File: src/rtl/fixed_point_pkg.sv
// Shared fixed-point arithmetic definitions for the multiplier/divider datapath.
// Saturation bounds are functions so each instance can size them from its own W.
package fixed_point_pkg;

  localparam int INTEGER_SIZE_DEF = 16;
  localparam int FRACT_SIZE_DEF   = 16;
  localparam int HALF_LSB         = 1 << (FRACT_SIZE_DEF - 1);

  typedef enum logic [1:0] {
    IDLE = 2'd0,
    RUN  = 2'd1,
    RSAT = 2'd2
  } fxp_state_t;

  function automatic logic signed [127:0] max_pos(input int w);
    return (128'sd1 <<< (w - 1)) - 128'sd1;
  endfunction

  function automatic logic signed [127:0] max_neg(input int w);
    return -(128'sd1 <<< (w - 1));
  endfunction

  function automatic logic signed [127:0] half_lsb(input int f);
    return 128'sd1 <<< (f - 1);
  endfunction

endpackage

File: src/rtl/fxp_round_sat.sv
// Round-half-up and saturate a 2W-bit signed Q-format product back to W bits.
// Purely combinational so the divider can share it for quotient scaling.
module fxp_round_sat
  import fixed_point_pkg::*;
#(
  parameter int W = 32,
  parameter int F = 16
) (
  input  logic signed [2*W-1:0] i_product,
  output logic        [W-1:0]   o_result,
  output logic                  o_overflow
);

  localparam int EW = 2 * W + 1;
  localparam logic signed [EW-1:0] HALF  = EW'(half_lsb(F));
  localparam logic signed [EW-1:0] MAX_P = EW'(max_pos(W));
  localparam logic signed [EW-1:0] MAX_N = EW'(max_neg(W));

  logic signed [EW-1:0] w_biased;
  logic signed [EW-1:0] w_rounded;

  // One guard bit keeps the rounding add from wrapping on the largest products.
  assign w_biased  = $signed({i_product[2*W-1], i_product}) + HALF;
  assign w_rounded = w_biased >>> F;

  always_comb begin
    o_result   = w_rounded[W-1:0];
    o_overflow = 1'b0;
    if (w_rounded > MAX_P) begin
      o_result   = MAX_P[W-1:0];
      o_overflow = 1'b1;
    end else if (w_rounded < MAX_N) begin
      o_result   = MAX_N[W-1:0];
      o_overflow = 1'b1;
    end else begin
      o_result   = w_rounded[W-1:0];
      o_overflow = 1'b0;
    end
  end

endmodule

File: src/rtl/fixed_point_multiplier.sv
// Signed Q(INTEGER_SIZE).(FRACT_SIZE) radix-2 Booth multiplier, one bit per clock,
// with rounded/saturated registered result and start/end pulse handshake.
module fixed_point_multiplier
  import fixed_point_pkg::*;
#(
  parameter  int INTEGER_SIZE = INTEGER_SIZE_DEF,
  parameter  int FRACT_SIZE   = FRACT_SIZE_DEF,
  localparam int W            = INTEGER_SIZE + FRACT_SIZE
) (
  input  logic         clk,
  input  logic         rst,
  input  logic         start_mul,
  input  logic [W-1:0] multiplicand,
  input  logic [W-1:0] multiplier,
  output logic [W-1:0] P_output,
  output logic         end_mul,
  output logic         overflow,
  output logic         busy
);

  localparam int CNT_W = $clog2(W);

  fxp_state_t         r_state;
  logic [W-1:0]       r_a;
  logic [W:0]         r_acc;
  logic [W-1:0]       r_q;
  logic               r_q1;
  logic [CNT_W-1:0]   r_cnt;

  logic [W:0]         w_a_ext;
  logic [W:0]         w_sum;
  logic [2*W-1:0]     w_product;
  logic [W-1:0]       w_result;
  logic               w_overflow;

  assign w_a_ext = {r_a[W-1], r_a};

  // Booth recoding of the current multiplier bit pair into add/sub/skip.
  always_comb begin
    w_sum = r_acc;
    case ({r_q[0], r_q1})
      2'b01:   w_sum = r_acc + w_a_ext;
      2'b10:   w_sum = r_acc - w_a_ext;
      default: w_sum = r_acc;
    endcase
  end

  // The W+1-bit accumulator only needs its low W bits once all steps are done.
  assign w_product = {r_acc[W-1:0], r_q};

  fxp_round_sat #(
    .W (W),
    .F (FRACT_SIZE)
  ) u_round_sat (
    .i_product  (w_product),
    .o_result   (w_result),
    .o_overflow (w_overflow)
  );

  always_ff @(posedge clk or negedge rst) begin
    if (!rst) begin
      r_state  <= IDLE;
      r_a      <= '0;
      r_acc    <= '0;
      r_q      <= '0;
      r_q1     <= 1'b0;
      r_cnt    <= '0;
      P_output <= '0;
      end_mul  <= 1'b0;
      overflow <= 1'b0;
      busy     <= 1'b0;
    end else begin
      case (r_state)
        IDLE: begin
          end_mul <= 1'b0;
          if (start_mul) begin
            r_a     <= multiplicand;
            r_q     <= multiplier;
            r_acc   <= '0;
            r_q1    <= 1'b0;
            r_cnt   <= '0;
            busy    <= 1'b1;
            r_state <= RUN;
          end
        end
        RUN: begin
          r_acc <= {w_sum[W], w_sum[W:1]};
          r_q   <= {w_sum[0], r_q[W-1:1]};
          r_q1  <= r_q[0];
          r_cnt <= r_cnt + CNT_W'(1);
          if (r_cnt == CNT_W'(W - 1)) begin
            r_state <= RSAT;
          end
        end
        RSAT: begin
          P_output <= w_result;
          overflow <= w_overflow;
          end_mul  <= 1'b1;
          busy     <= 1'b0;
          r_state  <= IDLE;
        end
        default: begin
          end_mul <= 1'b0;
          busy    <= 1'b0;
          r_state <= IDLE;
        end
      endcase
    end
  end

endmodule

File: config.mk
export PLATFORM = sky130hd
export DESIGN_NAME = fixed_point_multiplier
export DESIGN_NICKNAME = d
export VERILOG_FILES = /design/src/rtl/fixed_point_pkg.sv /design/src/rtl/fxp_round_sat.sv /design/src/rtl/fixed_point_multiplier.sv
export SDC_FILE = /design/constraint.sdc
export NUM_CORES = 1
export LEC_CHECK = 0
export CORE_MARGIN = 2
export CORE_UTILIZATION = 58
export DETAILED_ROUTE_END_ITERATION = 10
export PLACE_DENSITY = 0.91
export SLEW_MARGIN = 30
export SYNTH_ARGS = -nofsm -noshare
export SYNTH_HDL_FRONTEND = slang
export SYNTH_SLANG_ARGS = --single-unit
File: constraint.sdc
create_clock -name clk -period 6.2 [get_ports clk]
set_input_delay 1.86 -clock clk [delete_from_list [all_inputs] [get_ports clk]]
set_output_delay 1.86 -clock clk [all_outputs]
set_load 0.02 [all_outputs]
==> metrics.md <==
| Metric | Value |
|---|---|
| Mapped Cells | 1076 |
| Drt pass-1 iters | 5 |
| Pin count of the biggest net entering global routing | 97 |
| Remaining DRCs | 0 |
| Die Wd | 131 um |
| Peak Freq | around 190 MHz |
| Hold WC Path Type | flip-flop to flip-flop |
| PD cells | between 600 and 700 nW/um^2 |
| Area after DPL | between 10000 and 15000 sq um |
| CP Launch Type | flip-flop |
| Initial antenna violation count | 0 |
| Worst Setup End Kind | flip-flop |
| Synthesized area | just over 9000 sq um |
| Arrival time worst endpoint | roughly 5.7 ns |
| Leak | ~0.0045 uW |
| Cell taking the most area after synthesis | dfrtp_1 |
| Max Transition Viols Final | 0 |
| Drt wl/cell | between 15 and 20 um |
| Count leader, synth | dfrtp_1 |
| Fin crit period | 5.33 ns |
| # fillers | about 1200 |
| MaxCap Viol Count | 0 |
| Number of clock sinks | approximately 140 |
| First-pass GRT wire length | 38500 um |
| CTS resizes | 0 |
| Total gr overflow | 0 |
| Layout cells sized above 1 | 0.0831 |
| Clk slew on worst S/H paths | roughly 0.070 ns |
| DIE AREA | about 17000 sq um |
| Vias in the first global route | 7949 |
| Fin cells | between 1000 and 1500 |
| Post-DP HPWL | 16900 um |
| Port Buf Inserts | 101 |
| Clock Latency Late Sink | between 0.4 and 0.5 ns |
| Routability-driven placement congestion ratio | between 0.9 and 1 |
| Clk_skew | roughly 0.011 ns |
| # IOs | approximately 100 |
| # setup viols final | 0 |
| Vias/cell | slightly above 6 |
| Final wirelength | ~24000 um |
| GR Layer Usage met3 | 0.0537 |
| Iter 0 DRT Violations | just under 900 |
| Fraction of registers with async set/reset | 1.00 |
| Final period util | 0.860 |
| Top cell type's share of synthesized area | 0.372 |
| Post-synth top cells | 139 x dfrtp_1, 112 x o21ai_0, 109 x nand2_1 |
| Crit path required time | around 6.6 ns |
| Starting density of the core | 0.590 |
| Core Region | 15800 sq um |
| Syn Nets | around 1200 |
| Outcome | finished, final reports clean |
| DR vias | between 8000 and 9000 |
| Antenna fix cells | 0 |
| Hold_buf cts | 0 |
| Synth-to-Final Area Change | 18.5% |
| Clock H-tree levels | 4 |
| CP Class | flip-flop to flip-flop |
| Synth cell types | 68 |
| Slew of the pin with the lowest slew margin | slightly below 0.9 ns |
| TritonCTS clock tree | done |
| Number of synthesized flops with an enable pin | 0 |
| TritonCTS Buffers | 17 |
| Setup tns final | 0 ns |
| VDD IR-drop max | 0.448 mV |
| FP Rows | 46 |
| Chip Height | roughly 130 um |
| Post-route ant nets | 0 |
| Rel. slew slack | 0.399 |
| #FFs+latches synth | about 140 |
| Met2 global-route usage | 0.464 |
| Ys Warns | 0 |
| DP Cell Count | between 1000 and 1500 |
| Synth Flop Type | dfrtp_1 |
| CTS Buffer Depth | 2 |
| Met1 Use GR | 0.381 |
| Top post-synthesis cells by area | dfrtp_1 37%, xnor2_1 6.1%, o21ai_0 6.0%, ha_1 5.0%, nand2_1 4.4% |
| Mean post-synth cell area | about 8.7 sq um |
| Sequential area share after synthesis | 0.372 |
| Endpoints failing hold | 0 |
| Clk root buf | clkbuf_16 |
| Nets | 1247 |
| RSZ-0062 raised after global routing | no |
| Gr usage total | 0.284 |
| Layer with the highest usage | met2 |
| Final Cell Area | between 10000 and 15000 sq um |
| Post-CTS setup buffer count | 0 |
| Worst Path Max Fanout | 7 |
sequential cells by signal, indices dropped and copies added, names as in the netlist:
register and flops:
P_output 32, r_a 32, r_acc 32, r_q 32, r_cnt 5, r_state 2, busy 1, end_mul 1
overflow 1, r_q1 1
path summary, 6_finish.rpt:
| check | depth (start not counted) | from | to | slack, ns |
|---|---|---|---|---|
| worst max-delay path | 17 | r_a[8]$_DFFE_PN0P_ | r_acc[31]$_DFFE_PN0P_ | 0.87 |
| worst min-delay path | 2 | end_mul$_DFFE_PN0N_ | end_mul$_DFFE_PN0N_ | 0.48 |
| worst max register to register | 17 | r_a[8]$_DFFE_PN0P_ | r_acc[31]$_DFFE_PN0P_ | 0.87 |
| worst min register to register | 2 | end_mul$_DFFE_PN0N_ | end_mul$_DFFE_PN0N_ | 0.48 |
| max in group asynchronous | 2 | rst | r_a[25]$_DFFE_PN0P_ | 3.55 |
| min in group asynchronous | 1 | rst | P_output[14]$_DFFE_PN0P_ | 1.50 |
power breakdown:
group | switching, uW | leakage, uW | internal [uW] | total [uW]
clock | 434 | 0.000276 | 565 | 999
combinational | 2230 | 0.00251 | 1860 | 4100
sequential | 538 | 0.00176 | 1290 | 1830
total | 3210 | 0.00455 | 3720 | 6930
cells by family after synthesis:
group           synth area share
compound gates             0.228
xor+xnor                  0.0835
fa+ha+maj                 0.0517
buf+inv                   0.0370
flops                      0.372
mux                       0.0382
simple gates               0.189
cell type report:
| type | instances | area [sq um] | area share |
|---|---|---|---|
| flip-flops and latches | 139 | 3480 | 0.314 |
| clock buffers | 17 | 425 | 0.0384 |
| repair buffers | 112 | 1110 | 0.101 |
| multi-input cells | 848 | 5540 | 0.500 |
| well taps | 216 | 270 | 0.0244 |
| clock inverters | 15 | 150 | 0.0136 |
| inverters | 24 | 90.1 | 0.00814 |
critical path: stages, from the launching register on:
cell and delay [ns]:
dfrtp_1 0.44, or4_1 0.60, nor3_1 0.31, or3b_2 0.49, nor2_1 0.17, nand2_1 0.11
or3_1 0.38, nor2_1 0.26, a21oi_1 0.15, xnor2_1 0.14, ha_1 0.37, a21oi_1 0.21
o221ai_1 0.16, o41a_1 0.46, o41ai_1 0.31, xor2_1 0.14, or4_1 0.47, nand3_1 0.09
stage by stage:
stage          setup WS, ns  hold slack, ns  power, uW  utilization
6_report              0.870           0.476       6930        0.699
5_1_grt               0.444           0.519       7500        0.699
4_1_cts               0.891           0.479       6870        0.697
3_5_place_dp          0.942           0.463       5830        0.661
3_3_place_gp           1.09           0.465       5670        0.661
2_1_floorplan          1.39           0.450       4910            -
placed cells by master (no fill, tap or decap), types with 5 or more instances in the layout:
master and instances:
nor3_1 28, nor3_2 5, buf_4 10, a31oi_1 13
nor2_1 79, a21o_1 15, clkdlybuf4s50_1 100, a22oi_1 41
mux2_2 29, xnor2_1 65, nor2b_1 23, ha_1 37
inv_1 24, xor2_1 24, clkbuf_16 17, a211oi_1 8
a22o_1 13, dfrtp_1 138, a32oi_1 5, o21ai_1 12
and4_1 9, and3_1 13, o21ai_0 111, nand4_1 10
or4_1 7, inv_6 7, nand3_1 26, a21oi_1 66
o211ai_1 8, or3_1 7, nand2_1 109, nor4_1 10
a221o_1 6
metal layers:
metal / vias to the layer above / part of all wire
li1: 4048 / -
met1: 4087 / 0.43
met2: 353 / 0.47
met3: 56 / 0.068
met4: 0 / 0.025
met5: - / 0
No activity file was read; power rests on OpenSTA's default activity.
